==> src/rtl/uart_tx_fifo_serializer.sv <==
// UART transmitter fed from the read side of the TX FIFO: start, data LSB first,
// optional parity (build with UART_TX_PARITY_EN), stop. One line bit per CLK.
module uart_tx_fifo_serializer #(
  parameter int DATA_WD = 8
) (
  input  logic               CLK,
  input  logic               RST,
  input  logic               FIFO_EMPTY,
  input  logic [DATA_WD-1:0] FIFO_RD_DATA,
  output logic               FIFO_R_INC,
  input  logic               PAR_TYP,
  output logic               TX_OUT,
  output logic               BUSY
);

  localparam int CNT_WD = (DATA_WD > 1) ? $clog2(DATA_WD) : 1;
  localparam logic [CNT_WD-1:0] CNT_LAST = CNT_WD'(DATA_WD - 1);

  typedef enum logic [2:0] {
    IDLE,
    START,
    DATA,
`ifdef UART_TX_PARITY_EN
    PARITY,
`endif
    STOP
  } state_t;

  state_t             state_q, state_d;
  logic [DATA_WD-1:0] shift_q, shift_d;
  logic [CNT_WD-1:0]  cnt_q, cnt_d;
  logic               tx_q, tx_d;
  logic               busy_q, busy_d;
  logic               par_typ_q, par_typ_d;
  logic               load;

  // A new word may only be taken while the line is idle or showing the stop bit.
  assign load       = ((state_q == IDLE) || (state_q == STOP)) && !FIFO_EMPTY;
  assign FIFO_R_INC = load && RST;

`ifndef UART_TX_PARITY_EN
  logic unused_par_typ;
  assign unused_par_typ = PAR_TYP ^ par_typ_q;
`endif

  always_comb begin
    state_d   = state_q;
    shift_d   = shift_q;
    cnt_d     = cnt_q;
    par_typ_d = par_typ_q;
    tx_d      = 1'b1;
    busy_d    = 1'b1;

    case (state_q)
      IDLE, STOP: begin
        if (load) begin
          state_d   = START;
          shift_d   = FIFO_RD_DATA;
`ifdef UART_TX_PARITY_EN
          par_typ_d = PAR_TYP;
`endif
        end else begin
          state_d = IDLE;
        end
      end
      START: begin
        state_d = DATA;
        cnt_d   = '0;
      end
      DATA: begin
        if (cnt_q == CNT_LAST) begin
          cnt_d = '0;
`ifdef UART_TX_PARITY_EN
          state_d = PARITY;
`else
          state_d = STOP;
`endif
        end else begin
          cnt_d = cnt_q + 1'b1;
        end
      end
`ifdef UART_TX_PARITY_EN
      PARITY: state_d = STOP;
`endif
      default: state_d = IDLE;
    endcase

    // Line level is decoded from the upcoming state so TX_OUT comes straight off a flop.
    case (state_d)
      IDLE: begin
        tx_d   = 1'b1;
        busy_d = 1'b0;
      end
      START:  tx_d = 1'b0;
      DATA:   tx_d = shift_q[cnt_d];
`ifdef UART_TX_PARITY_EN
      PARITY: tx_d = (^shift_q) ^ par_typ_q;
`endif
      default: tx_d = 1'b1;
    endcase
  end

  always_ff @(posedge CLK) begin
    if (!RST) begin
      state_q   <= IDLE;
      shift_q   <= '0;
      cnt_q     <= '0;
      par_typ_q <= 1'b0;
      tx_q      <= 1'b1;
      busy_q    <= 1'b0;
    end else begin
      state_q   <= state_d;
      shift_q   <= shift_d;
      cnt_q     <= cnt_d;
      par_typ_q <= par_typ_d;
      tx_q      <= tx_d;
      busy_q    <= busy_d;
    end
  end

  assign TX_OUT = tx_q;
  assign BUSY   = busy_q;

endmodule

==> config.mk <==
export PLATFORM = sky130hd
export DESIGN_NAME = uart_tx_fifo_serializer
export DESIGN_NICKNAME = d
export VERILOG_FILES = /design/src/rtl/uart_tx_fifo_serializer.sv
export SDC_FILE = /design/constraint.sdc
export NUM_CORES = 1
export LEC_CHECK = 0
export CORE_ASPECT_RATIO = 1.25
export CORE_MARGIN = 4
export CORE_UTILIZATION = 45
export CTS_CLUSTER_DIAMETER = 150
export DETAILED_ROUTE_END_ITERATION = 16
export MAX_ROUTING_LAYER = met4
export PLACE_DENSITY = 0.71
export SYNTH_ARGS = -nofsm -noshare
export SYNTH_HDL_FRONTEND = slang
export SYNTH_SLANG_ARGS = --single-unit
==> constraint.sdc <==
create_clock -name CLK -period 3.35 [get_ports CLK]
set_input_delay 0.5025 -clock CLK [delete_from_list [all_inputs] [get_ports CLK]]
set_output_delay 0.5025 -clock CLK [all_outputs]
set_load 0.02 [all_outputs]
# Word-level counts from Yosys, hierarchy flattened
# Index checks and enable logic that the tools add are counted.
[op_classes] add_sub_neg=1 magnitude_cmp=1 eq_ne=6 muxes=9 n_reduce_logical=8
[op_table] operator="$eq A3 B2 Y1 const B" count=3
[op_table] operator="$pmux W3 S3" count=1
[op_table] operator="$eq A3 B1 Y1 const B" count=2
[op_table] operator="$logic_not A3 Y1" count=2
[op_table] operator="$mux W3" count=2
[op_table] operator="$pmux W3 S2" count=1
[op_table] operator="$lt A3 B4 Y1 const B" count=1
[op_table] operator="$add A3 B1 Y3 const B" count=1
[op_table] operator="$bmux W1 S3" count=1
[op_table] operator="$eq A3 B3 Y1 const B" count=1
[op_table] operator="$mux W1" count=3
[op_table] operator="$logic_and A1 B1 Y1" count=2
[op_table] operator="$pmux W1 S2" count=1
[op_table] operator="$reduce_and A2 Y1" count=1
[op_table] operator="$reduce_or A2 Y1" count=1
[op_table] operator="$logic_not A1 Y1" count=1
[op_table] operator="$logic_or A1 B1 Y1" count=1
[word_totals] ff_bits=16 input_bits=12 out_inout_bits=3 word_cells=30

# Depth between registers and ports, before layout
# Gate-level depths: netlist of run 1.
[depth] depth_word=7 mapped_depth=8 mapped_depth_nobuf=8

# Worst setup path after synthesis of run 1
# No wires, ideal clock.
[synth_path] path_kind="register to register" start="reg cnt_q[0]" end="reg tx_q, in the netlist TX_OUT" setup_ps=59 arrival_ps=2035 required_ps=3291 setup_slack_ps=1256 stages_incl_launch_ff=9 n_path_buf=0 path_cell_list="dfxtp_1 ha_1 ha_1 or4b_1 a21oi_2 nor2_1 mux2i_1 a221oi_1 a31o_1"
[synth_via] elab_chain_cells=6 word_cells_on_any_way=11 classes_between="add/sub (1); eq/ne (3); mux (7)"
[synth_rtl] item="from (decl)" line_no="31" source="logic [CNT_WD-1:0] cnt_q, cnt_d;"
[synth_rtl] item="from (signal assigned)" line_no="114" source="cnt_q <= cnt_d;"
[synth_rtl] item="$add A3 B1 Y3 / $eq A3 B3 Y1 (equally long branches)" line_no="79, 71"
[synth_rtl] item="$mux W3" line_no="71" source="if (cnt_q == CNT_LAST) begin"
[synth_rtl] item="$pmux W3 S2" line_no="54" source="case (state_q)"
[synth_rtl] item="$bmux W1 S3" line_no="95" source="DATA: tx_d = shift_q[cnt_d];"
[synth_rtl] item="$mux W1 (implied by the code)" line_no="95"
[synth_rtl] item="$pmux W1 S2 (*)" line_no="89" source="case (state_d)"
[synth_rtl] item="to (signal assigned)" line_no="116" source="tx_q <= tx_d;"
[synth_rtl] item="to (decl)" line_no="32" source="logic tx_q, tx_d;"
# Every way passes the cells marked *; elsewhere a longest branch is shown, timed or not. The select of a mux whose other input is x is not followed.
# A chain may end at the register's enable or synchronous reset.

# Final worst setup path of run 1
[layout_path] start="reg state_q[1]" end="out FIFO_R_INC"
[layout_via] elab_chain_cells=4 word_cells_on_any_way=5 classes_between="eq/ne (1); reduce/logical (4)"
[layout_rtl] item="from (decl)" line_no="29" source="state_t state_q, state_d;"
[layout_rtl] item="from (signal assigned)" line_no="112" source="state_q <= state_d;"
[layout_rtl] item="$eq A3 B2 Y1 / $logic_not A3 Y1 (equally long branches)" line_no="38" source="assign load = ((state_q == IDLE) || (state_q == STOP)) && !FIFO_EMPTY;"
[layout_rtl] item="$logic_or A1 B1 Y1 (*)" line_no="38"
[layout_rtl] item="$logic_and A1 B1 Y1 (*)" line_no="38"
[layout_rtl] item="$logic_and A1 B1 Y1 (*)" line_no="39" source="assign FIFO_R_INC = load && RST;"
[layout_rtl] item="to (decl)" line_no="10" source="output logic FIFO_R_INC,"
# Every way passes the cells marked *; elsewhere a longest branch is shown, timed or not.

==> impl_metrics.json, run 1 <==
{
  "synthSimpleGateAreaFrac_pct": 27.9,
  "final_max_slew_viol_count": 0,
  "fin_crit_sh_pct": 78.9,
  "pwr_density_cell_nw_per_um2": 392,
  "syn_to_final_growth_pct": 22.6,
  "numClockSinks": 16,
  "syn_area_per_cell_sq_um": 9.29,
  "portBuffers": 13,
  "antenna_found_initial": 0,
  "diodes": 0,
  "dieHeight_microns": 54.6,
  "drt_iter0_markers": 2,
  "fin_ws_ns": 0.708,
  "cts_root_buffer": "clkbuf_4",
  "rr_endpoint": "TX_OUT",
  "clk_path_buf_depth": 2,
  "seq_power_share_pct": 54.6,
  "pwr-share-comb_pct": 12.5,
  "min_from": "shift_q[2]",
  "ant_nets": 0,
  "regToRegSetupSlack_ns": 1.00,
  "clock_skew_ns": 0.00378,
  "gp_routability_congestion": 0.741,
  "synth-seq-area-share_pct": 41.0,
  "synthCells": 84,
  "drt-total-wl_mm": 1.45,
  "vias": 636,
  "arrival_ns": 2.14,
  "fin_tns_setup_ns": 0,
  "synth-main-ff-cell": "dfxtp_1",
  "drive_above_1_share_pct": 7.07,
  "syn_nets": 98,
  "hpwl_mm": 1.11,
  "synth_xor_area_share_pct": 1.12,
  "grt_use_total_pct": 14.8,
  "post-place-ws_ns": 0.728,
  "p_clk_share_pct": 32.9,
  "first_pass_iters": 4,
  "final_core_util_pct": 59.8,
  "cp_max_fo": 15,
  "p_leak_nw": 0.422,
  "die_w_microns": 45.3,
  "yosys.area_share.adder_pct": 3.21,
  "cts_resized": 0,
  "synth-edff-count": 0,
  "htreeDepth": 1,
  "fin_crit_ns": 2.64,
  "grt_pass1_vias": 643,
  "dp_cells": 113,
  "drc": 0,
  "via_per_inst": 5.44,
  "fmax_ghz": 0.378,
  "clkTransAtPathRegs_ns": 0.09,
  "max_cap_viol_count": 0,
  "ff2ff_path_depth": 8,
  "status": "finished, final reports clean",
  "hold_buffers": 0,
  "core_sq_um": 1600,
  "p_sw_share_pct": 22.3,
  "cp_data_required_time_ns": 2.85,
  "synthMuxAreaShare_pct": 14.1,
  "grt_start_max_net_pins": 16,
  "internal_power_w": 0.000292,
  "setup_violations": 0,
  "cts_buffers": 3,
  "cp-end-kind": "primary output",
  "power.switching_w": 0.0000836,
  "cts_setup_buffers": 0,
  "rsz0062_at_grt": "false",
  "hold_path_end": "shift_q[2]",
  "grt_pass1_wl_mm": 2.58,
  "ys_ff_latch": 16,
  "synth_top_family_by_area": "simple AND/OR/NAND/NOR gates",
  "die_area_sq_um": 2470,
  "syn-cell-area_sq_um": 781,
  "finalNonFillerCells": 117,
  "synthArstFlopShare_pct": 0,
  "vdd_ir_drop_max_v": 0.000222,
  "start_util_pct": 48.8,
  "ys_warn_count": 0,
  "synth-compound-area-share_pct": 9.13,
  "cts_tree": "done",
  "std_cell_rows": 16,
  "synthDistinctLibCells": 30,
  "hold_viol_final": 0,
  "clock_latency_ns": 0.28,
  "path_class": "flip-flop to primary output",
  "hold_class": "flip-flop to flip-flop",
  "io_pins": 15,
  "startpoint_type": "flip-flop",
  "final_net_count": 114,
  "grt_overflow": 0,
  "r2r-start": "cnt_q[0]",
  "wl_per_cell_microns": 12.4,
  "worst_hold_path.num_cells": 2
}
[sequential cells by signal, indices dropped and copies added, names as in the netlist]
register,cells
cnt_q,3
state_q,3
shift_q,8
TX_OUT,1
BUSY,1
[placed cells by master, fill, tap and decap left out, drive strengths merged, types with 2 or more instances in the layout]
cell / synthesis / layout
a21oi: 4 / 4
and2: 2 / 2
clkbuf: 0 / 4
clkdlybuf4s50: 0 / 13
dfxtp: 16 / 16
ha: 2 / 2
mux2i: 11 / 11
nand2: 3 / 3
nand2b: 2 / 2
nand3: 3 / 3
nand4: 2 / 2
nand4bb: 2 / 2
nor2: 13 / 13
nor2b: 3 / 3
o21ai: 3 / 3
or3b: 2 / 2
[stage by stage]
| stage | area [sq um] | hold slack (ns) | total power, W |
|---|---|---|---|
| 3_3_place_gp | 921 | 0.475 | 0.000256 |
| 6_report | 957 | 0.503 | 0.000376 |
| 5_1_grt | 957 | 0.544 | 0.000396 |
| 3_5_place_dp | 921 | 0.488 | 0.000257 |
| 2_1_floorplan | 781 | 0.455 | 0.000236 |
| 4_1_cts | 957 | 0.511 | 0.000381 |
[metal layers]
metal	global-route usage [%]	up-vias	wire length, microns
met4	8.78	0	9
li1	-	327	-
met2	25.5	16	748
met5	-	-	0
met3	2.30	2	74
met1	15.7	291	618
[cell families (layout without fill, tap and decap cells)]
| logic type | count (synthesis) | after routing |
|---|---|---|
| adder cells (fa/ha/maj) | 2 | 2 |
| other | 1 | 1 |
| buffers and inverters | 4 | 19 |
| flip-flops | 16 | 16 |
| XOR/XNOR | 1 | 1 |
| multiplexers | 11 | 11 |
| AND/OR/NAND/NOR | 38 | 38 |
| AO/OA/AOI/OAI | 11 | 11 |
[power by group through the flow]
| stage | Sequential [W] | Clock [W] | Combinational, W |
|---|---|---|---|
| floorplan | 0.000208 | 0 | 0.0000278 |
| global placement | 0.000209 | 0 | 0.0000467 |
| detailed placement | 0.000210 | 0 | 0.0000474 |
| CTS | 0.000205 | 0.000129 | 0.0000476 |
| global route | 0.000207 | 0.000138 | 0.0000514 |
| finish | 0.000205 | 0.000124 | 0.0000469 |
[worst max-delay path, stage by stage, from the launching register on]
cell and delay (ns):
dfxtp_1 0.63, xor2_1 0.14, or3_1 0.37, nor2_1 0.11, clkdlybuf4s50_1 0.62
[Yosys cell counts (2+ instances only)]
library cell	instances	area, sq um
or3b_1	2	17.5
nand4bb_1	2	22.5
ha_1	2	25.0
nand2_1	3	11.3
nand4_1	2	12.5
o21ai_0	3	15.0
nor2b_1	3	18.8
dfxtp_1	16	320
nand3_1	3	15.0
nand2b_1	2	12.5
nor2_1	13	48.8
and2_1	2	12.5
a21oi_1	3	15.0
buf_4	2	15.0
mux2i_1	11	110
[layout make-up]
class / instances / area, sq um
Clock buffer: 4 / 36.3
Fill cell: 159 / 644
Inverter: 1 / 3.75
Multi-Input combinational cell: 64 / 437
Sequential cell: 16 / 320
Tap cell: 18 / 22.5
Timing Repair Buffer: 14 / 138
[worst max path at each step]
stage	depth (start not counted)	slack, ns	from	endpoint
2_1_floorplan	8	1.26	cnt_q[0]	TX_OUT
4_1_cts	4	0.68	state_q[1]	FIFO_R_INC
3_3_place_gp	4	0.72	FIFO_EMPTY	FIFO_R_INC
5_1_grt	4	0.56	state_q[1]	FIFO_R_INC
6_report	4	0.71	state_q[1]	FIFO_R_INC
3_5_place_dp	4	0.73	FIFO_EMPTY	FIFO_R_INC
Power figures use the tool's default switching activity.
==> inputs of run 2 (changes only) <==
==> constraint.sdc (replaced) <==
create_clock -name CLK -period 2.8 [get_ports CLK]
set_input_delay 0.42 -clock CLK [delete_from_list [all_inputs] [get_ports CLK]]
set_output_delay 0.42 -clock CLK [all_outputs]
set_load 0.02 [all_outputs]
==> run 2 against run 1 <==
  * Sequential power is 20% higher
  * Sequential share of layout area is 0.26 points lower
  * Total power is 22% higher
  * Hold slack hardly changed
  * Global-route usage is 0.090 points higher
  * Critical path depth stayed put
  * Combinational power is 23% higher
  * Worst setup slack worse by 0.49 ns
  * Wire length is 3.9% higher
  * Sequential cell count stayed put
  * Critical path type unchanged
  * Largest cell class unchanged
==> impl_metrics.json, run 2 (synthesis gave the netlist of run 1 again) <==
{
  "status": "finished, final reports clean",
  "dieHeight_microns": 54.6,
  "largest_reg_flops": 8,
  "wl_per_cell_microns": 12.8,
  "cts_resized": 0,
  "met3_usage_pct": 1.97,
  "cp_max_fo": 15,
  "cts_root_buffer": "clkbuf_4",
  "drive_above_1_share_pct": 8.00,
  "arrival_ns": 2.17,
  "largest-register": "shift_q",
  "antenna_found_initial": 0,
  "numClockSinks": 16,
  "dpl_cell_area_sq_um": 928,
  "final_max_slew_viol_count": 0,
  "ant_nets": 0,
  "first_pass_iters": 4,
  "start_util_pct": 48.8,
  "cts_tree": "done",
  "io_pins": 15,
  "vdd_ir_drop_max_v": 0.000327,
  "finalNonFillerCells": 118,
  "met1_usage_pct": 17.4,
  "syn_to_final_growth_pct": 23.6,
  "grt.busiest_layer": "met2",
  "hold_class": "flip-flop to flip-flop",
  "drt_iter0_markers": 11,
  "grt_pass1_vias": 611,
  "gp_routability_congestion": 0.778,
  "std_cell_rows": 16,
  "path_depth": 4,
  "dp_cells": 114,
  "ff2ff_path_depth": 8,
  "layout_commonest_cell": "dfxtp_1",
  "rsz0062_at_grt": "false",
  "grt_overflow": 0,
  "top_regs": "shift_q x8, cnt_q x3, state_q x3",
  "cts_setup_buffers": 0,
  "clock_skew_ns": 0.00893,
  "cp_cell_sequence": "xor2_1 -> or3_1 -> nor2_1 -> clkdlybuf4s50_1",
  "worst_hold_path.num_cells": 2,
  "p_leak_nw": 0.427,
  "fmax_ghz": 0.387,
  "hold_buffers": 0,
  "cts_buffers": 3,
  "fin_crit_sh_pct": 92.4,
  "clock_latency_ns": 0.29,
  "fin_crit_ns": 2.59,
  "core_sq_um": 1600,
  "startpoint_type": "flip-flop",
  "diodes": 0,
  "htreeDepth": 1,
  "grt_pass1_wl_mm": 2.58,
  "layout_common_cells": "dfxtp_1, nor2_1, clkdlybuf4s50_1, mux2i_1",
  "grt_start_max_net_pins": 16,
  "max_cap_viol_count": 0,
  "final_net_count": 115,
  "cp_data_required_time_ns": 2.38,
  "cp_slowest_cell": "dfxtp_1",
  "die_w_microns": 45.3,
  "grt_use_total_pct": 14.9,
  "clkTransAtPathRegs_ns": 0.10,
  "pwr_density_cell_nw_per_um2": 476,
  "grt.met2_usage_pct": 24.5,
  "setup_violations": 0,
  "crit_family": "flip-flops",
  "fin_area_sq_um": 965,
  "worst-path-buf-inv": 1,
  "hold_viol_final": 0,
  "hpwl_mm": 1.15,
  "clk_path_buf_depth": 2,
  "fin_tns_setup_ns": 0,
  "vias": 653,
  "cp-end-kind": "primary output",
  "slowest_delay_ns": 0.63,
  "portBuffers": 13,
  "die_area_sq_um": 2470,
  "path_class": "flip-flop to primary output",
  "drc": 0,
  "via_per_inst": 5.53,
  "drt-total-wl_mm": 1.51
}
-- run 2: layout make-up --
| cell class | count | area, sq um |
|---|---|---|
| fillers | 157 | 637 |
| multi-input cells | 64 | 437 |
| flip-flops and latches | 16 | 320 |
| repair buffers | 15 | 145 |
| clock buffers | 4 | 36.3 |
| well taps | 18 | 22.5 |
| inverters | 1 | 3.75 |
-- run 2: power breakdown --
group | total (W) | internal, W | switching, W
registers | 0.000245 | 0.000237 | 0.00000811
logic | 0.0000578 | 0.0000343 | 0.0000235
clock network | 0.000156 | 0.0000792 | 0.0000767
-- run 2: layer usage --
metal / up-vias / wire length (microns) / share of wire (%)
met2: 16 / 757 / 50
met3: 4 / 84 / 5.6
met1: 305 / 647 / 43
li1: 328 / - / -
met4: 0 / 17 / 1.1
met5: - / 0 / 0
-- run 2: worst paths after layout --
path,start,slack (ns),end
min reg2reg,shift_q[3],0.50,shift_q[3]
min,shift_q[3],0.50,shift_q[3]
max,state_q[1],0.21,FIFO_R_INC
max reg2reg,cnt_q[0],0.46,TX_OUT
-- run 2: per-stage QoR --
step | setup slack [ns] | power, W | utilization, % | hold slack, ns
after floorplan | 0.706 | 0.000282 | - | 0.455
after global placement | 0.326 | 0.000307 | 58.0 | 0.476
after detailed placement | 0.335 | 0.000309 | 58.0 | 0.487
after CTS | 0.198 | 0.000461 | 60.2 | 0.512
after global routing | 0.0575 | 0.000479 | 60.2 | 0.555
final | 0.214 | 0.000459 | 60.2 | 0.504
-- run 2: worst min-delay path: cells and delay by family (launching register included) --
kind / cells / cell delay, ns
DFF: 1 / 0.34
and+or+nand+nor: 1 / 0.07
muxes: 1 / 0.07
